## src/rtl/mem_wb_skid_stage.sv

```systemverilog
// MEM/WB pipeline register with a one-entry skid buffer.
// in_ready depends only on registered state, so out_ready never
// reaches in_ready combinationally. Entries leave in strict arrival order.
module mem_wb_skid_stage #(
    parameter int unsigned DATA_W = 32,
    parameter int unsigned ADDR_W = 5,
    parameter int unsigned WB_W   = 2
) (
    input  logic              clk,
    input  logic              rst,
    input  logic              flush,
    input  logic              in_valid,
    output logic              in_ready,
    input  logic [WB_W-1:0]   WB,
    input  logic [DATA_W-1:0] read_data,
    input  logic [DATA_W-1:0] ALU_result,
    input  logic [ADDR_W-1:0] RegDst_address,
    output logic              out_valid,
    input  logic              out_ready,
    output logic [WB_W-1:0]   _WB,
    output logic [DATA_W-1:0] _read_data,
    output logic [DATA_W-1:0] _ALU_result,
    output logic [ADDR_W-1:0] _RegDst_address,
    output logic [DATA_W-1:0] wb_data,
    output logic              reg_write
);

    typedef struct packed {
        logic [WB_W-1:0]   wb;
        logic [DATA_W-1:0] rd;
        logic [DATA_W-1:0] alu;
        logic [ADDR_W-1:0] dst;
    } entry_t;

    entry_t main_q, skid_q, main_d, skid_d, in_entry;
    logic   main_valid, skid_valid, main_valid_d, skid_valid_d;
    logic   accept, pop;

    // Incoming payload and handshake terms
    always_comb begin
        in_entry.wb  = WB;
        in_entry.rd  = read_data;
        in_entry.alu = ALU_result;
        in_entry.dst = RegDst_address;
        accept       = in_valid & ~skid_valid;
        pop          = main_valid & out_ready;
    end

    // Next state: flush discards everything; otherwise pop refills main
    // from skid (or input), and a blocked accept lands in skid
    always_comb begin
        main_d       = main_q;
        skid_d       = skid_q;
        main_valid_d = main_valid;
        skid_valid_d = skid_valid;
        if (flush) begin
            main_valid_d = 1'b0;
            skid_valid_d = 1'b0;
        end else if (pop) begin
            if (skid_valid) begin
                // accept cannot happen here: in_ready is low while skid is full
                main_d       = skid_q;
                skid_valid_d = 1'b0;
            end else if (accept) begin
                main_d = in_entry;
            end else begin
                main_valid_d = 1'b0;
            end
        end else if (accept) begin
            if (!main_valid) begin
                main_d       = in_entry;
                main_valid_d = 1'b1;
            end else begin
                skid_d       = in_entry;
                skid_valid_d = 1'b1;
            end
        end
    end

    // State registers; reset clears flags and payloads
    always_ff @(posedge clk) begin
        if (rst) begin
            main_valid <= 1'b0;
            skid_valid <= 1'b0;
            main_q     <= '0;
            skid_q     <= '0;
        end else begin
            main_valid <= main_valid_d;
            skid_valid <= skid_valid_d;
            main_q     <= main_d;
            skid_q     <= skid_d;
        end
    end

    // Outputs straight from the main entry; write-back select and enable
    always_comb begin
        in_ready        = ~skid_valid;
        out_valid       = main_valid;
        _WB             = main_q.wb;
        _read_data      = main_q.rd;
        _ALU_result     = main_q.alu;
        _RegDst_address = main_q.dst;
        wb_data         = main_q.wb[1] ? main_q.rd : main_q.alu;
        reg_write       = main_valid & main_q.wb[0] & (main_q.dst != '0);
    end

endmodule
```

## config.mk

```make
export PLATFORM = sky130hd
export DESIGN_NAME = mem_wb_skid_stage
export DESIGN_NICKNAME = d
export VERILOG_FILES = /design/src/rtl/mem_wb_skid_stage.sv
export SDC_FILE = /design/constraint.sdc
export NUM_CORES = 1
export LEC_CHECK = 0
export CORE_MARGIN = 4
export CORE_UTILIZATION = 44
export DETAILED_ROUTE_END_ITERATION = 12
export PLACE_DENSITY = 0.8
export SYNTH_ARGS = -nofsm -noshare
export SYNTH_HDL_FRONTEND = slang
export SYNTH_SLANG_ARGS = --single-unit
```

## constraint.sdc

```tcl
create_clock -name clk -period 2 [get_ports clk]
set_input_delay 0.2 -clock clk [delete_from_list [all_inputs] [get_ports clk]]
set_output_delay 0.2 -clock clk [all_outputs]
set_load 0.005 [all_outputs]
```

Word-level counts from Yosys, hierarchy flattened
Cells that the tools add are included.

word-level totals
  bits in registers = 144
  logic and storage cells = 39

cells by class
  multiplexer cells = 10
  bitwise operators = 7
  eq/ne operators = 3
  reduce and logical (&&, ||, !) cells = 9

operators by type and width
  operator                                       count
  two-way mux 71 bit                             5
  two-way mux 32 bit                             1
  AND reduction 4 bit                            2
  nonzero test 5 bit                             1
  bitwise AND 1 bit                              4
  two-way mux 1 bit                              4
  != test 2 bit, second input constant           2
  nonzero test 2 bit                             2
  NOT 1 bit                                      3
  AND reduction 3 bit                            1
  OR reduction 3 bit                             1
  != test 2 x 1 -> 1 bit, second input constant  1
  AND reduction 2 bit                            1
  OR reduction 2 bit                             1

Longest topological paths before layout
  word-level depth = 5
  gate-level depth with buffers = 7
  depth with buffers taken out = 4

Worst setup path before layout
OpenSTA, ideal clock, no wires.

  path kind = flip-flop to flip-flop
  start point = reg main_valid, in the netlist out_valid
  end point = reg main_q, in the netlist _ALU_result[12]
  stages on the path, launching flop included = 8
  path slack = 349 ps
  path buffers = 3
  arrival time = 1,560 ps
  cells stage by stage = dfxtp_1 -> buf_2 -> or2_1 -> a211oi_2 -> buf_4 -> buf_6 -> nor2_1 -> a311oi_1

between the ends
  cells in the longest elaborated chain, start to end = 3
  elaborated cells between the ends (all ways) = 5
  those cells by class = eq/ne (1); mux (1); bitwise (1); reduce/logical (2)

ends and longest elaborated chain
  what                                                                                  line  text
  start: declaration                                                                    36    logic main_valid, skid_valid, main_valid_d, skid_valid_d;
  start signal: assignment                                                              88    main_valid <= main_valid_d;
  bitwise AND 1 bit                                                                     46    pop = main_valid & out_ready;
  != test 2 x 1 -> 1 bit (no source line) / nonzero test 2 bit (equally long branches)  --
  AND reduction 4 bit (no source line)                                                  --
  end signal: assignment                                                                90    main_q <= main_d;
  end: declaration                                                                      35    entry_t main_q, skid_q, main_d, skid_d, in_entry;

Several ways; a longest one is shown, not always the timed one.
A chain may end at the register's enable or synchronous reset.

Final worst setup path
  start point = reg main_q, in the netlist _WB[1]
  end point = out wb_data[30]

between the ends
  cells in the longest elaborated chain, start to end = 1

ends and longest elaborated chain
  what                line  text
  two-way mux 32 bit  103   wb_data = main_q.wb[1] ? main_q.rd : main_q.alu;
  end: declaration    24    output logic [DATA_W-1:0] wb_data,

No other way between the ends.

==> flow_summary.ini <==
[sta]
fmax_mhz = 517
setup-tns-final_ps = 0
finalHoldViolCount = 0
drv_slew = 0
final.min_clock_period_ps = 1930
fin_ws_ps = 66.8
worst_pin_slew_ps = 459
rsz0062_at_grt = true
relSlewSlack_pct = 69.4
fin_crit_sh_pct = 96.7
clock_skew_ps = 6.21
finalSetupViolations = 0

[drt]
wl_per_cell_um = 15.7
dr.first_iter.drc_count = 463
drtPass1Iterations = 5
drc_errors = 0
vias_per_cell = 5.24
drt-total-wl_mm = 17.3
vias = 5775
ant_nets = 0

[floorplanning]
die_h_um = 124
rows = 42
start_util_pct = 44.8
die_w_um = 124
io_pins = 182
dieArea_um2 = 15400
core_area_um2 = 13200

[worst_setup_path]
cp-end-kind = primary output
worst_ep_required_time_ps = 1800
worstSetupStartpoint = _WB[1]$_SDFFE_PP0P_
worstPathCellList = clkbuf_16, mux2_2, clkdlybuf4s50_1
r2r_slack_ps = 140
critPathMaxFanout = 7
crit_arrival_ps = 1730
cp_slowest_cell = clkdlybuf4s50_1
endpoint = wb_data[30]
worstSetupPathType = register to primary output
critPathMaxStageDelay_ps = 450
r2r-end = _ALU_result[25]$_SDFFE_PP0P_
timing.reg2reg.worst_path_depth = 6
cp-start-kind = register
worstReg2RegStart = skid_valid$_SDFFE_PP0P_

[pwr]
power_frac_clock_pct = 48.0
p_leak_nw = 3.41
pwr-share-seq_pct = 39.9
switching_share_pct = 21.2
ir_drop_mv = 0.766
p_comb_share_pct = 12.1
p_total_mw = 7.74
power.internal_mw = 6.09
p_sw_mw = 1.64
power_density_nw_per_um2 = 880

[clock_network]
clockBufferDepth = 2
clkSinkCount = 144
cts_max_level = 4
clk_latency_ps = 420
cts_made_buffers = 17
root_buffer = clkbuf_16
cts_tree = done
clk_pin_slew_ps = 60
cts_hold_buf = 0

[yosys]
synth_area_leaders = dfxtp_1 49%, nand2_1 18%, a311oi_1 10%
synthAdderAreaFrac_pct = 0
synth_xor_area_share_pct = 0
synth_top_family_by_area = simple AND/OR/NAND/NOR gates
syn_area_per_cell_um2 = 7.84
synth_edf_count = 0
async_flop_share_pct = 0
synth_flop_cell = dfxtp_1
synth.area.mux_share_pct = 6.08
synth_top_area_cell = dfxtp_1
syn_area_um2 = 5930
synth_top_area_share_pct = 48.6
netlist_instances = 756
synth.distinct_cells = 20
ys_top_cells_by_count = 286 x nand2_1, 144 x dfxtp_1, 74 x nor2_1
ys_seq_elements = 144
post-synth-top-count-cell = nand2_1
synth_compound_area_share_pct = 17.2
synth-simple-area-share_pct = 23.5
ys_warn_count = 0
synth_seq_area_share_pct = 48.6
synth_fp_nets = 832

[cells_and_area]
drive_gt1_share_pct = 10.2
design_area_um2 = 8790
multiInputGateArea_um2 = 2800
regArea_um2 = 2890
post-route-util_pct = 66.4
final_nets = 990
antennaDiodeCount = 0
syn_to_final_growth_pct = 48.2
fillers = 1108

[placement]
finalWeightedCongestion = 0.777
hpwl_mm = 10.6
placed_area_um2 = 7970
port_buffers = 181
pre_cts_ws_ps = 42.6

[grt]
antenna_found_initial = 0
grt_pass1_wl_mm = 26.1
grt_pass1_vias = 5259
gr-usage-all-layers_pct = 21.5
grt_max_degree = 87
overflow = 0

[job]
max-cap-violations = 0

[min_path]
hp-class = input port to register
worstHoldPathCells = 2

[run_status]
status = completed
## power groups by stage
stage / combinational (mW) / sequential (mW) / clock, mW
finish: 0.936 / 3.09 / 3.72
global route: 1.02 / 3.10 / 3.91
CTS: 0.919 / 3.09 / 3.78
detailed placement: 0.926 / 3.15 / 0
global placement: 0.913 / 3.14 / 0
floorplan: 0.360 / 3.13 / 0
## worst max-delay path: cells and delay by family, from the launching register on
family,cells,cell delay [ps]
buffers and inverters,2,610
DFF,1,380
muxes,1,320
## flip-flops by register name, indices dropped and copies added, names as in the netlist
| signal | flops |
|---|---|
| skid_valid | 1 |
| _ALU_result | 32 |
| _WB | 2 |
| out_valid | 1 |
| _RegDst_address | 5 |
| skid_q | 71 |
| _read_data | 32 |
## what timing repair did
item,CTS,global route
gates cloned,0,2
setup endpoints to repair,11,23
resized for setup,11,18
setup buffers,0,3
pin swaps,0,0
## worst min-delay path by stage
stage / startpoint / to
floorplan: flush / out_valid$_SDFFE_PP0P_
global route: rst / skid_q[36]$_SDFFE_PP0P_
global placement: skid_q[62]$_SDFFE_PP0P_ / skid_q[62]$_SDFFE_PP0P_
detailed placement: skid_q[68]$_SDFFE_PP0P_ / skid_q[68]$_SDFFE_PP0P_
finish: rst / skid_q[17]$_SDFFE_PP0P_
CTS: rst / skid_q[17]$_SDFFE_PP0P_
## cell type report
class / count / area share (%)
Clock inverter: 9 / 2.26
Timing Repair Buffer: 204 / 24.7
Multi-Input combinational cell: 546 / 31.8
Clock buffer: 23 / 5.78
Sequential cell: 144 / 32.9
Inverter: 1 / 0.0427
Tap cell: 176 / 2.51
## routing by layer
metal  track usage (%)  wire length [um]  share of wire [%]  up-vias
met5                 0                 0                  0        -
met4              6.78               234                1.4        0
met3              6.72              1220                7.1       22
met2              35.8              8560                 50      195
met1              26.6              7250                 42     2676
li1                  -                 -                  -     2882
## cell usage in the layout (no fill, tap or decap), types with 2 or more instances in the layout
| cell | n |
|---|---|
| dlymetal6s2s_1 | 13 |
| clkdlybuf4s50_1 | 156 |
| bufinv_16 | 6 |
| clkbuf_8 | 6 |
| nor2_1 | 73 |
| a311oi_1 | 71 |
| clkinv_2 | 2 |
| a21oi_1 | 73 |
| buf_12 | 10 |
| dlygate4sd2_1 | 11 |
| buf_4 | 10 |
| clkbuf_16 | 19 |
| dfxtp_1 | 142 |
| mux2_2 | 32 |
| nand3_2 | 2 |
| nand2_1 | 286 |
## kinds of logic (layout without fill, tap and decap cells)
family                 count (synthesis)  after routing
AND/OR/NAND/NOR                      367            367
AO/OA/AOI/OAI                        147            147
flip-flops                           144            144
buffers and inverters                 66            237
multiplexers                          32             32
## metrics by stage
stage,hold WS [ps],instances
after CTS,211,1098
after floorplan,279,756
after global placement,442,1066
after detailed placement,447,1066
final,227,1103
after global routing,221,1103
No activity file was read; power rests on OpenSTA's default activity.
